==> src/rtl/calc_pkg.sv <==
// Shared types and constants for the calc_sched sequencer and its result FIFO.
package calc_pkg;

  typedef enum logic [1:0] {IDLE, LOAD, RUN, DRAIN} calc_state_t;

  localparam int D_W         = 12;
  localparam int Y_W         = 13;
  localparam int LOAD_CYCLES = 12;
  localparam int LAT_DEFAULT = 6;

endpackage

==> src/rtl/calc_res_fifo.sv <==
// Result FIFO with a registered head; a written entry becomes visible one cycle later.
module calc_res_fifo #(
  parameter  int WIDTH = 17,
  parameter  int DEPTH = 8,
  localparam int AW    = $clog2(DEPTH),
  localparam int CW    = $clog2(DEPTH + 1)
) (
  input  logic             clk,
  input  logic             rst,
  input  logic             push,
  input  logic [WIDTH-1:0] wdata,
  input  logic             pop,
  output logic             head_valid,
  output logic [WIDTH-1:0] head,
  output logic [CW-1:0]    count
);

  logic [WIDTH-1:0] mem [DEPTH];
  logic [AW-1:0]    wr_ptr;
  logic [AW-1:0]    rd_ptr;
  logic [AW-1:0]    rd_next;
  logic [CW-1:0]    after_pop;
  logic             push_ok;
  logic             pop_ok;

  always_comb begin
    pop_ok    = pop && head_valid;
    push_ok   = push && ((count != CW'(DEPTH)) || pop_ok);
    rd_next   = pop_ok ? rd_ptr + AW'(1) : rd_ptr;
    after_pop = count - CW'(pop_ok);
  end

  always_ff @(posedge clk) begin
    if (push_ok) mem[wr_ptr] <= wdata;
  end

  // The head reloads only from entries that existed before this edge.
  always_ff @(posedge clk or negedge rst) begin
    if (!rst) begin
      wr_ptr     <= '0;
      rd_ptr     <= '0;
      count      <= '0;
      head_valid <= 1'b0;
      head       <= '0;
    end else begin
      if (push_ok) wr_ptr <= wr_ptr + AW'(1);
      rd_ptr     <= rd_next;
      count      <= after_pop + CW'(push_ok);
      head_valid <= (after_pop != '0);
      if (after_pop != '0) head <= mem[rd_next];
    end
  end

endmodule

==> src/rtl/calc_sched.sv <==
// Sequencer for the a*b*cos(c)/(a+d) datapath: serial d load, credited issue, result buffering.
module calc_sched
  import calc_pkg::*;
#(
  parameter int LAT        = LAT_DEFAULT,
  parameter int FIFO_DEPTH = 8,
  parameter int TAG_W      = 4
) (
  input  logic             clk,
  input  logic             rst,
  input  logic             cfg_valid,
  output logic             cfg_ready,
  input  logic [D_W-1:0]   cfg_d,
  input  logic             in_valid,
  output logic             in_ready,
  input  logic [D_W-1:0]   in_a,
  input  logic [D_W-1:0]   in_b,
  input  logic [D_W-1:0]   in_c,
  input  logic [TAG_W-1:0] in_tag,
  output logic             out_valid,
  input  logic             out_ready,
  output logic [Y_W-1:0]   out_y,
  output logic [TAG_W-1:0] out_tag,
  output logic             dp_rst,
  output logic             dp_e,
  output logic [D_W-1:0]   dp_a,
  output logic [D_W-1:0]   dp_b,
  output logic [D_W-1:0]   dp_c,
  input  logic [Y_W-1:0]   dp_y,
  output logic             loaded,
  output logic             busy
);

  localparam int IW = $clog2(LAT + 1);
  localparam int CW = $clog2(FIFO_DEPTH + 1);
  localparam int SW = ((IW > CW) ? IW : CW) + 1;
  localparam int BW = $clog2(LOAD_CYCLES);

  calc_state_t            state;
  logic [D_W-1:0]         d_sr;
  logic [BW-1:0]          bit_cnt;
  logic [IW-1:0]          inflight;
  logic [CW-1:0]          fifo_count;
  logic [LAT-1:0]         pipe_v;
  logic [TAG_W-1:0]       pipe_tag [LAT];
  logic [SW-1:0]          credit_used;
  logic                   issue;
  logic                   fifo_pop;
  logic                   head_valid;
  logic [Y_W+TAG_W-1:0]   head;

  // Pops are not credited, so a full FIFO blocks issue even while draining.
  always_comb begin
    credit_used = SW'(inflight) + SW'(fifo_count);
    in_ready    = (state == RUN) && !cfg_valid && (credit_used < SW'(FIFO_DEPTH));
    issue       = in_valid && in_ready;
    cfg_ready   = (state == IDLE);
    fifo_pop    = head_valid && out_ready;
    busy        = (state != IDLE) || (inflight != '0) || (fifo_count != '0);
  end

  assign out_valid = head_valid;
  assign out_y     = head[Y_W+TAG_W-1 -: Y_W];
  assign out_tag   = head[TAG_W-1:0];

  always_ff @(posedge clk or negedge rst) begin
    if (!rst) begin
      state   <= IDLE;
      dp_rst  <= 1'b1;
      dp_e    <= 1'b0;
      loaded  <= 1'b0;
      d_sr    <= '0;
      bit_cnt <= '0;
    end else begin
      case (state)
        IDLE: if (cfg_valid) begin
          state   <= LOAD;
          dp_rst  <= 1'b0;
          dp_e    <= cfg_d[0];
          d_sr    <= cfg_d >> 1;
          bit_cnt <= '0;
        end
        LOAD: if (bit_cnt == BW'(LOAD_CYCLES - 1)) begin
          state  <= RUN;
          dp_e   <= 1'b0;
          loaded <= 1'b1;
        end else begin
          dp_e    <= d_sr[0];
          d_sr    <= d_sr >> 1;
          bit_cnt <= bit_cnt + BW'(1);
        end
        RUN: if (cfg_valid) begin
          state  <= DRAIN;
          loaded <= 1'b0;
        end
        DRAIN: if (inflight == '0) begin
          state  <= IDLE;
          dp_rst <= 1'b1;
        end
        default: state <= IDLE;
      endcase
    end
  end

  // The tag pipe shifts every cycle so its tail lines up with dp_y.
  always_ff @(posedge clk or negedge rst) begin
    if (!rst) begin
      dp_a     <= '0;
      dp_b     <= '0;
      dp_c     <= '0;
      pipe_v   <= '0;
      inflight <= '0;
      for (int k = 0; k < LAT; k++) pipe_tag[k] <= '0;
    end else begin
      if (issue) begin
        dp_a <= in_a;
        dp_b <= in_b;
        dp_c <= in_c;
      end
      pipe_v      <= {pipe_v[LAT-2:0], issue};
      pipe_tag[0] <= in_tag;
      for (int k = 1; k < LAT; k++) pipe_tag[k] <= pipe_tag[k-1];
      inflight <= inflight + IW'(issue) - IW'(pipe_v[LAT-1]);
    end
  end

  calc_res_fifo #(
    .WIDTH (Y_W + TAG_W),
    .DEPTH (FIFO_DEPTH)
  ) u_fifo (
    .clk        (clk),
    .rst        (rst),
    .push       (pipe_v[LAT-1]),
    .wdata      ({dp_y, pipe_tag[LAT-1]}),
    .pop        (fifo_pop),
    .head_valid (head_valid),
    .head       (head),
    .count      (fifo_count)
  );

endmodule

==> config.mk <==
export PLATFORM = sky130hd
export DESIGN_NAME = calc_sched
export DESIGN_NICKNAME = d
export VERILOG_FILES = /design/src/rtl/calc_pkg.sv /design/src/rtl/calc_res_fifo.sv /design/src/rtl/calc_sched.sv
export SDC_FILE = /design/constraint.sdc
export NUM_CORES = 1
export LEC_CHECK = 0
export CAP_MARGIN = 0
export CORE_MARGIN = 1
export CORE_UTILIZATION = 53
export CTS_CLUSTER_DIAMETER = 200
export DETAILED_ROUTE_END_ITERATION = 10
export DONT_BUFFER_PORTS = 1
export PLACE_DENSITY = 0.71
export SYNTH_ARGS = -nofsm -noshare
export SYNTH_HDL_FRONTEND = slang
export SYNTH_SLANG_ARGS = --single-unit
==> constraint.sdc <==
create_clock -name clk -period 2.87 [get_ports clk]
set_input_delay 0.861 -clock clk [delete_from_list [all_inputs] [get_ports clk]]
set_output_delay 0.861 -clock clk [all_outputs]
set_load 0.02 [all_outputs]
==> results.md, run 1 <==
Critical path:
- The endpoint required time on the critical path is between 2000 and 2500 ps.
- Of all nets on the critical path, the largest fanout is 2.
- STA classifies the critical path endpoint as an output pin.
- The endpoint identified for the worst register-to-register timing path is inflight[2]$_DFF_PN0_.
- The critical path in this run is classified as reg2out.
- The critical path arrival is 1990 ps.
- The count of cells along the worst register-to-register path is 11.
- The sort of element at the start of the critical path is a register.
- The most critical setup path has its startpoint at u_fifo.count[1]$_DFF_PN0_.
- The reg-to-reg critical path startpoint is u_fifo.count[1]$_DFF_PN0_.
- The setup check on the worst reg-to-reg path leaves a slack of 250 ps.
- The end of the critical path is in_ready.

Power and ir drop:
- Power spread over the standard cell area amounts to 1080 nW/µm².
- The maximum resistive drop on vdd is 0.000669 V.
- In this run the static leakage power is 4.46 nW.
- The total design power is 12.5 mW.

Outcome:
- The run finished with clean final reports.

Floorplanning:
- Once the floorplan was initialized, standard cells occupied between 50% and 60% of the core.
- The core outline area is 18800 µm².
- 130 I/O pins were placed.
- After floorplanning, the core was divided into 50 placement rows.
- The total die area is 20000 µm².
- The chip width is 141 µm.
- The floorplan step set the die height to between 100 and 150 µm.

Timing:
- Setup total negative slack on the finished layout was measured at 0 ps.
- The smallest clock period supported by the final layout is computed as 2850 ps.
- The worst clock skew is 12.6 ps.
- The final hold violation count is 0.
- The headroom to the max-slew limit is 36.3%.
- Setup repair after global routing could not meet its margin everywhere.
- For the pin with the worst max-slew slack, the measured transition is 953 ps.
- The fmax is between 0.3 and 0.4 GHz.
- In the finished design, the share of the clock period the worst path needs comes to between 90% and 100%.
- Setup violations remaining at the end of the flow were counted as 0.
- The number of pins with negative max-slew slack in the final report is 0.

Global route:
- The total congestion overflow is 0.
- Entering global routing, the biggest net connects 118 pins.
- In the global route stage, overall resource usage came out at 22.6%.
- The initial antenna violation count was 1.
- The first-pass GRT wire length is 34800 µm.
- The via count of the first global-routing pass is 6441.

Clock network:
- In this run the clock root is driven by a clkbuf_16.
- The maximum number of buffers from clock root to sink is 3.
- The clock reaches the later pin of the worst-skew pair after 530 ps.
- TritonCTS created 27 clock buffers.
- The number of levels in the clock H-tree is 1.
- The CTS tree is yes.
- The clock transition time at the flip-flop clock pins of the worst setup and hold paths is ~60 ps.
- Buffers inserted to repair hold after CTS numbered 0.
- For this design, the sink count on the clock tree is about 250.

Drt:
- For this run, design rule violations remaining after detail routing come to 0.
- Using the TritonRoute via totals, the vias-per-cell ratio works out to 5.95.
- The sum of met2 wire segment lengths after detailed routing is roughly 11000 µm.
- Wires add up to 22000 µm.
- The routed layout has 6251 vias.
- In the final routed layout, each cell accounts on average for 20.9 µm.
- The first detailed-routing pass ran for 5 iterations.
- The highest metal layer carrying signal wires in the routed design is met5.
- The total length of routed met3 wires is 2010 µm.
- The number of antenna-violating nets in the routed design is 0.
- The number of violations reported at the end of detailed-routing iteration 0 is around 450.
- The met1 routed wirelength after detailed routing is slightly below 9000 µm.

Synth:
- By count the netlist is led by edfxtp_1 (136), dfrtp_1 (116), nand3_1 (71), a21oi_1 (48), o21ai_0 (41).
- The cell with the most instances after synthesis is edfxtp_1.
- The total of warnings raised by yosys is 0.
- The most instantiated flip-flop cell in the synthesis netlist is edfxtp_1.
- By area the synthesized netlist is led by edfxtp_1 (40%), dfrtp_1 (28%), nand3_1 (3.5%), mux2_4 (2.9%), mux2i_1 (2.6%).
- Synthesis produced 760 cells.
- The post-synthesis sequential element count is 253.
- In the synthesized netlist the async set-or-reset flop fraction comes to 46.2%.
- The netlist area before placement is 10300 µm².
- The most area-hungry cell type in the Yosys netlist is edfxtp_1.
- The post-synth net total is 847.
- The number of enable-type register cells in the synthesized netlist is 136.
- The sequential area share after synthesis is 68.2%.
- The share of Yosys cell area claimed by the top area cell type is 39.7%.
- Yosys mapped the design onto between 40 and 50 distinct sky130hd cell types.
- After synthesis, the mean cell area works out to 13.5 µm².

Cells and area:
- Of the cells placed in the final design, the portion with a size suffix greater than 1 is around 15%.
- Compared with the post-synthesis result, the final layout area differs by 12.8%.
- The net count of the finished layout is roughly 860.
- Fill cells in the final layout number 1457.
- The finished cells cover 11600 µm².
- The repair_antennas step left the layout with diodes totalling 0.

Place:
- The HPWL after detailed placement is 13000 µm.
- Buffers placed on the I/O ports in this run total 0.
- Routability-driven placement finished with a final weighted congestion of 0.801.
- Summing all placed instances gives a cell area of 10800 µm².

Job:
- Max-cap violations in this run came to 0.

Hold path:
- The worst min-delay path class is in2async.
## critical path: stages, from the launching register on
cell and delay [ps]:
dfrtp_1 380, ha_1 300, a31o_1 240, a2111oi_4 330, buf_4 210
## worst min path at each step
| stage | end | depth (start not counted) |
|---|---|---|
| 6_report | u_fifo.head[7]$_DFFE_PN0P_ | 0 |
| 5_1_grt | u_fifo.head[7]$_DFFE_PN0P_ | 0 |
| 4_1_cts | dp_c[9]$_DFFE_PN0P_ | 0 |
| 3_5_place_dp | pipe_tag[12]$_DFF_PN0_ | 0 |
| 3_3_place_gp | pipe_tag[3]$_DFF_PN0_ | 0 |
| 2_1_floorplan | pipe_tag[0]$_DFF_PN0_ | 0 |
## registers in the layout, indices dropped and copies added (netlist names), 3 cells and up
name           cells
dp_a              12
d_sr              11
dp_c              12
u_fifo.head       17
u_fifo.mem       136
u_fifo.count       4
u_fifo.rd_ptr      3
pipe_tag          24
bit_cnt            4
u_fifo.wr_ptr      3
pipe_v             6
inflight           3
dp_b              12
## cell type report
type                       instances  area [µm²]  share of cell area (%)
clock inverter                    14        68.8                   0.594
multi-input combinational        425        2990                    25.8
sequential                       253        7010                    60.5
tap                              260         325                    2.81
clock buffer                      36         729                    6.29
timing repair buffer              30         338                    2.91
inverter                          33         124                    1.07
## layout by cell type (no fill, tap or decap), types with 16 or more instances in the layout
cell type | Yosys | layout
o22ai_1 | 34 | 34
edfxtp_1 | 136 | 136
o21ai_0 | 41 | 41
nand2_1 | 23 | 23
mux2i_1 | 27 | 27
inv_1 | 33 | 33
nand3_1 | 71 | 71
dfrtp_1 | 116 | 116
buf_4 | 2 | 21
mux2_2 | 16 | 16
clkbuf_16 | 0 | 27
nor2_1 | 22 | 22
mux2_4 | 20 | 20
nor3_1 | 39 | 34
a21oi_1 | 48 | 48
nand4_1 | 18 | 18
## metrics by stage
stage	hold WS, ps	utilization [%]	cells	setup slack (ps)
final	31.5	61.6	1051	20.4
after global routing	9.55	61.6	1051	-47.4
after CTS	10.4	61.5	1051	-16.4
after detailed placement	335	57.2	1000	125
after global placement	331	57.2	1000	222
after floorplan	331	-	760	-160
## repair_timing
item,in CTS,in global routing
setup endpoints to repair,1,3
buffers inserted,1,0
pin swaps,1,0
gates resized for setup,0,2
endpoints found under the hold margin,0,0
## metal layers
metal	vias up	global-route usage, %
met5	-	0
li1	2823	-
met1	3113	29.3
met3	40	6.38
met4	2	7.32
met2	273	36.8
## where the power goes
part | switching (mW) | internal (mW)
sequential | 1.06 | 4.53
combinational | 2.15 | 1.61
clock | 1.34 | 1.78
## cells by family after synthesis
family | after synthesis | synth area share, %
simple gates | 195 | 9.57
buf+inv | 82 | 3.49
flops | 253 | 68.2
fa+ha+maj | 17 | 2.14
mux | 63 | 7.30
compound gates | 139 | 8.32
xor+xnor | 11 | 0.937
No activity file was read; power rests on OpenSTA's default activity.
==> run 2, diff against run 1 <==
--- a/config.mk
+++ b/config.mk
@@ -14,4 +14,5 @@
 export PLACE_DENSITY = 0.71
 export SYNTH_ARGS = -nofsm -noshare
 export SYNTH_HDL_FRONTEND = slang
+export SYNTH_HIERARCHICAL = 1
 export SYNTH_SLANG_ARGS = --single-unit
==> run 2 against run 1 <==
  * Maximum frequency rose by 0.55%
  * Flip-flop and latch count did not move
  * Hold slack improved by 11 ps
  * Total power rose by 5.6%
  * Synthesized cell count fell by 2.1%
  * Via count fell by 0.29%
  * Largest power group unchanged
  * Highest routed layer is now met4
  * Wire length rose by 0.38%
  * Cell count fell by 1.4%
==> results.md, run 2 <==
Cells and area:
- The number of standard cells in the final layout excluding fillers is 1036 (was 1051).
- The leading cell type in the layout, fill and taps excluded is edfxtp_1 (unchanged).
- Top Registers: u_fifo/mem x136, pipe_tag x24, u_fifo/head x17 (was u_fifo.mem x136, pipe_tag x24, u_fifo.head x17).
- The final non-filler cell area is 11700 µm² (was 11600 µm²).
- Highest-count cells in the layout ignoring fill and taps: edfxtp_1 (136), dfrtp_1 (116), nand3_1 (72) (was edfxtp_1 (136), dfrtp_1 (116), nand3_1 (71)).
- The share of final-layout standard cells stronger than drive strength 1 is 20.5% (was 15.0%).
- The flip-flop count of the largest register, all copies and words added came to 136 (unchanged).
- The area growth from synthesis to final layout was 13.0% (was 12.8%).
- The number of antenna repair diodes is 0 (unchanged).
- The total number of nets in the final design is 845 (was 857).
- The register containing the most flip-flops in the final layout was u_fifo/mem (was u_fifo.mem).

Synth:
- The sequential area share after synthesis is 68.0% (was 68.2%).
- The share of Yosys cell area claimed by the top area cell type is 39.6% (was 39.7%).
- The post-synthesis sequential element count is 253 (unchanged).
- The total of warnings raised by yosys is 6 (was 0).
- Top cells by area, synth: edfxtp_1 (40%), dfrtp_1 (28%), nand3_1 (3.5%), mux2_4 (2.9%), mux2_2 (2.2%) (was edfxtp_1 (40%), dfrtp_1 (28%), nand3_1 (3.5%), mux2_4 (2.9%), mux2i_1 (2.6%)).
- The most area-hungry cell type in the Yosys netlist is edfxtp_1 (unchanged).
- The cell count after synthesis came to 744 (was 760).
- The post-synth net total was 831 (was 847).
- Leading cell types by count after synthesis: edfxtp_1 (136), dfrtp_1 (116), nand3_1 (72), a21oi_1 (39) (was edfxtp_1 (136), dfrtp_1 (116), nand3_1 (71), a21oi_1 (48), o21ai_0 (41)).
- The cell with the most instances after synthesis is edfxtp_1 (unchanged).
- The netlist area before placement is 10300 µm² (about the same).
- The mean instance size in the synthesized netlist is 13.9 µm² (was 13.5 µm²).
- The most instantiated flip-flop cell in the synthesis netlist is edfxtp_1 (unchanged).
- The number of enable-type register cells in the synthesized netlist is 136 (unchanged).
- The share of synthesized flip-flops with an asynchronous set or reset came to 46.2% (unchanged).
- The count of cell types in the netlist is 47 (was 48).

Timing:
- The slack of the critical path is 36.1 ps (was 20.4 ps).
- The worst clock skew is 10.0 ps (was 12.6 ps).
- The final hold violation count is 0 (unchanged).
- The pin slew with the least headroom to its limit is 576 ps (was 953 ps).
- The portion of the clock cycle consumed by the worst path in the final layout was 98.7% (was 99.3%).
- The post-layout minimum cycle time is 2830 ps (was 2850 ps).
- The total setup violations reported at the end of the flow is 0 (unchanged).
- The number of pins with negative max-slew slack in the final report was 0 (unchanged).
- The setup TNS is 0 ps (unchanged).
- The fmax is 0.353 GHz (was 0.351 GHz).
- The headroom to the max-slew limit is 61.6% (was 36.3%).
- Setup repair after global routing missed its margin: true (unchanged).

Job:
- The number of maximum-capacitance constraint violations is 0 (unchanged).

Drt:
- The number of violations reported at the end of detailed-routing iteration 0 is 513 (was 453).
- The routed wire length is 22000 µm (about the same).
- The routed length per instance was 21.3 µm (was 20.9 µm).
- The number of antenna-violating nets in the routed design is 0 (unchanged).
- The routed via count divided by cell count was 6.02 (was 5.95).
- The first-pass iteration count of the detailed router is 6 (was 5).
- The total number of vias is 6233 (was 6251).
- The detailed-route DRC error count was 0 (unchanged).

Power and ir drop:
- The total design power is 13.2 mW (was 12.5 mW).
- The power per standard cell area came to 1130 nW/µm² (was 1080 nW/µm²).
- The total leakage power was 4.61 nW (was 4.46 nW).
- The maximum resistive drop on vdd is 0.000584 V (was 0.000669 V).

Critical path:
- The startpoint-to-endpoint class of the critical path is reg2out (unchanged).
- The endpoint required time on the critical path was 2010 ps (about the same).
- The sort of element at the start of the critical path is a register (unchanged).
- The critical path arrival is 1970 ps (was 1990 ps).
- The largest fanout on the critical path is 2 (unchanged).
- The nature of the critical path endpoint is an output pin (unchanged).
- The reg-to-reg critical path startpoint is inflight[1]$_DFF_PN0_ (was u_fifo.count[1]$_DFF_PN0_).
- The count of cells along the worst register-to-register path was 11 (unchanged).
- The internal reg-to-reg setup slack is 330 ps (was 250 ps).
- The destination of the worst register-to-register timing path is inflight[2]$_DFF_PN0_ (unchanged).

Clock network:
- The CTS tree is yes (unchanged).
- The clock sink total is 253 (unchanged).
- The number of levels in the clock H-tree came to 1 (unchanged).
- The maximum number of buffers from clock root to sink is 3 (unchanged).
- The clock root buffer is clkbuf_16 (unchanged).
- The number of buffers inserted by hold repair at cts is 0 (unchanged).
- The clock insertion delay at the later pin of the skew report is 510 ps (was 530 ps).
- The CTS buffer count is 25 (was 27).
- The clock transition time at the flip-flop clock pins of the worst setup and hold paths came to 60 ps (about the same).

Place:
- The number of placed instances, taps included was 985 (was 1000).
- The post-place instance area is 10700 µm² (was 10800 µm²).
- The minimum setup slack after placement came to 84.0 ps (was 125 ps).
- The count of port buffers added during placement is 0 (unchanged).
- The HPWL after detailed placement is 12700 µm (was 13000 µm).
- The final weighted congestion of routability-driven global placement is 0.821 (was 0.801).

Floorplanning:
- The core outline area was 18900 µm² (was 18800 µm²).
- The initial cell density of the core is 54.6% (about the same).
- The standard-cell row count is 50 (unchanged).
- The chip width is 141 µm (about the same).
- The total die area is 20000 µm² (about the same).
- The vertical extent of the die is 141 µm (about the same).
- The top-level I/O count is 130 (unchanged).

Global route:
- The maximum number of pins on one net before global-route repair is 118 (unchanged).
- The initial antenna violation count is 0 (was 1).
- The overall fraction of global-route tracks in use is 22.7% (was 22.6%).
- The total congestion overflow is 0 (unchanged).
- The first-pass GRT wire length was 35300 µm (was 34800 µm).
- The via count of the first global-routing pass was 6601 (was 6441).

Outcome:
- Result of the run: finished clean (unchanged).

Hold path:
- The worst min-delay path class is in2async (unchanged).
run 2: worst max-delay path by stage:
stage	start	to	slack (ps)	cells past startpoint
after floorplan	cfg_valid	inflight[2]$_DFF_PN0_	-4	11
after global routing	inflight[1]$_DFF_PN0_	in_ready	-7	4
after global placement	out_ready	u_fifo/head[0]$_DFFE_PN0P_	200	9
after detailed placement	out_ready	u_fifo/head[0]$_DFFE_PN0P_	80	9
final	state[1]$_DFFE_PN0P_	busy	40	4
after CTS	state[1]$_DFFE_PN0P_	busy	-2	4
run 2: kinds of logic after synthesis:
kind of cell / Yosys count / share of synthesized area, %
AOI/OAI and AO/OA: 141 / 8.86
muxes: 58 / 6.84
xor gates and xnor gates: 10 / 0.849
adders and majority gates: 17 / 2.14
and+or+nand+nor: 187 / 9.57
DFF: 253 / 68.0
buffers and inverters: 78 / 3.74
run 2: final cells by class:
type | instances | area, µm²
well taps | 260 | 325
fillers | 1448 | 7240
inverters | 30 | 113
clock inverters | 8 | 103
clock buffers | 37 | 776
flip-flops and latches | 253 | 7010
repair buffers | 35 | 325
multi-input cells | 413 | 3000
run 2: stage by stage:
stage / hold WS (ps) / utilization (%)
finish: 42.9 / 61.7
global route: 20.3 / 61.7
CTS: 31.0 / 61.7
detailed placement: 335 / 56.7
global placement: 333 / 56.7
floorplan: 331 / -
run 2: critical path, stage by stage, from the launching register on:
cell	delay [ps]
dfrtp_1	400
inv_2	100
ha_4	130
or4b_4	450
or3_4	380
run 2: where the power goes:
| group | total [mW] | internal [mW] | switching (mW) |
|---|---|---|---|
| Clock | 3.41 | 2.06 | 1.34 |
| Sequential | 5.45 | 4.49 | 0.958 |
| Combinational | 4.33 | 1.85 | 2.48 |
| Total | 13.2 | 8.41 | 4.77 |
run 2: repair_timing:
action / CTS / global route
setup endpoints to repair: 2 / 2
setup buffers: 6 / 0
pin swaps: 3 / 1
gates resized for setup: 6 / 1
run 2: metal layers:
metal	vias to the layer above	GRT usage, %	part of all wire, %
li1	2795	-	-
met1	3094	27.5	38
met2	305	40.6	51
met3	39	5.47	8.0
met4	0	6.51	2.1
met5	-	0	0
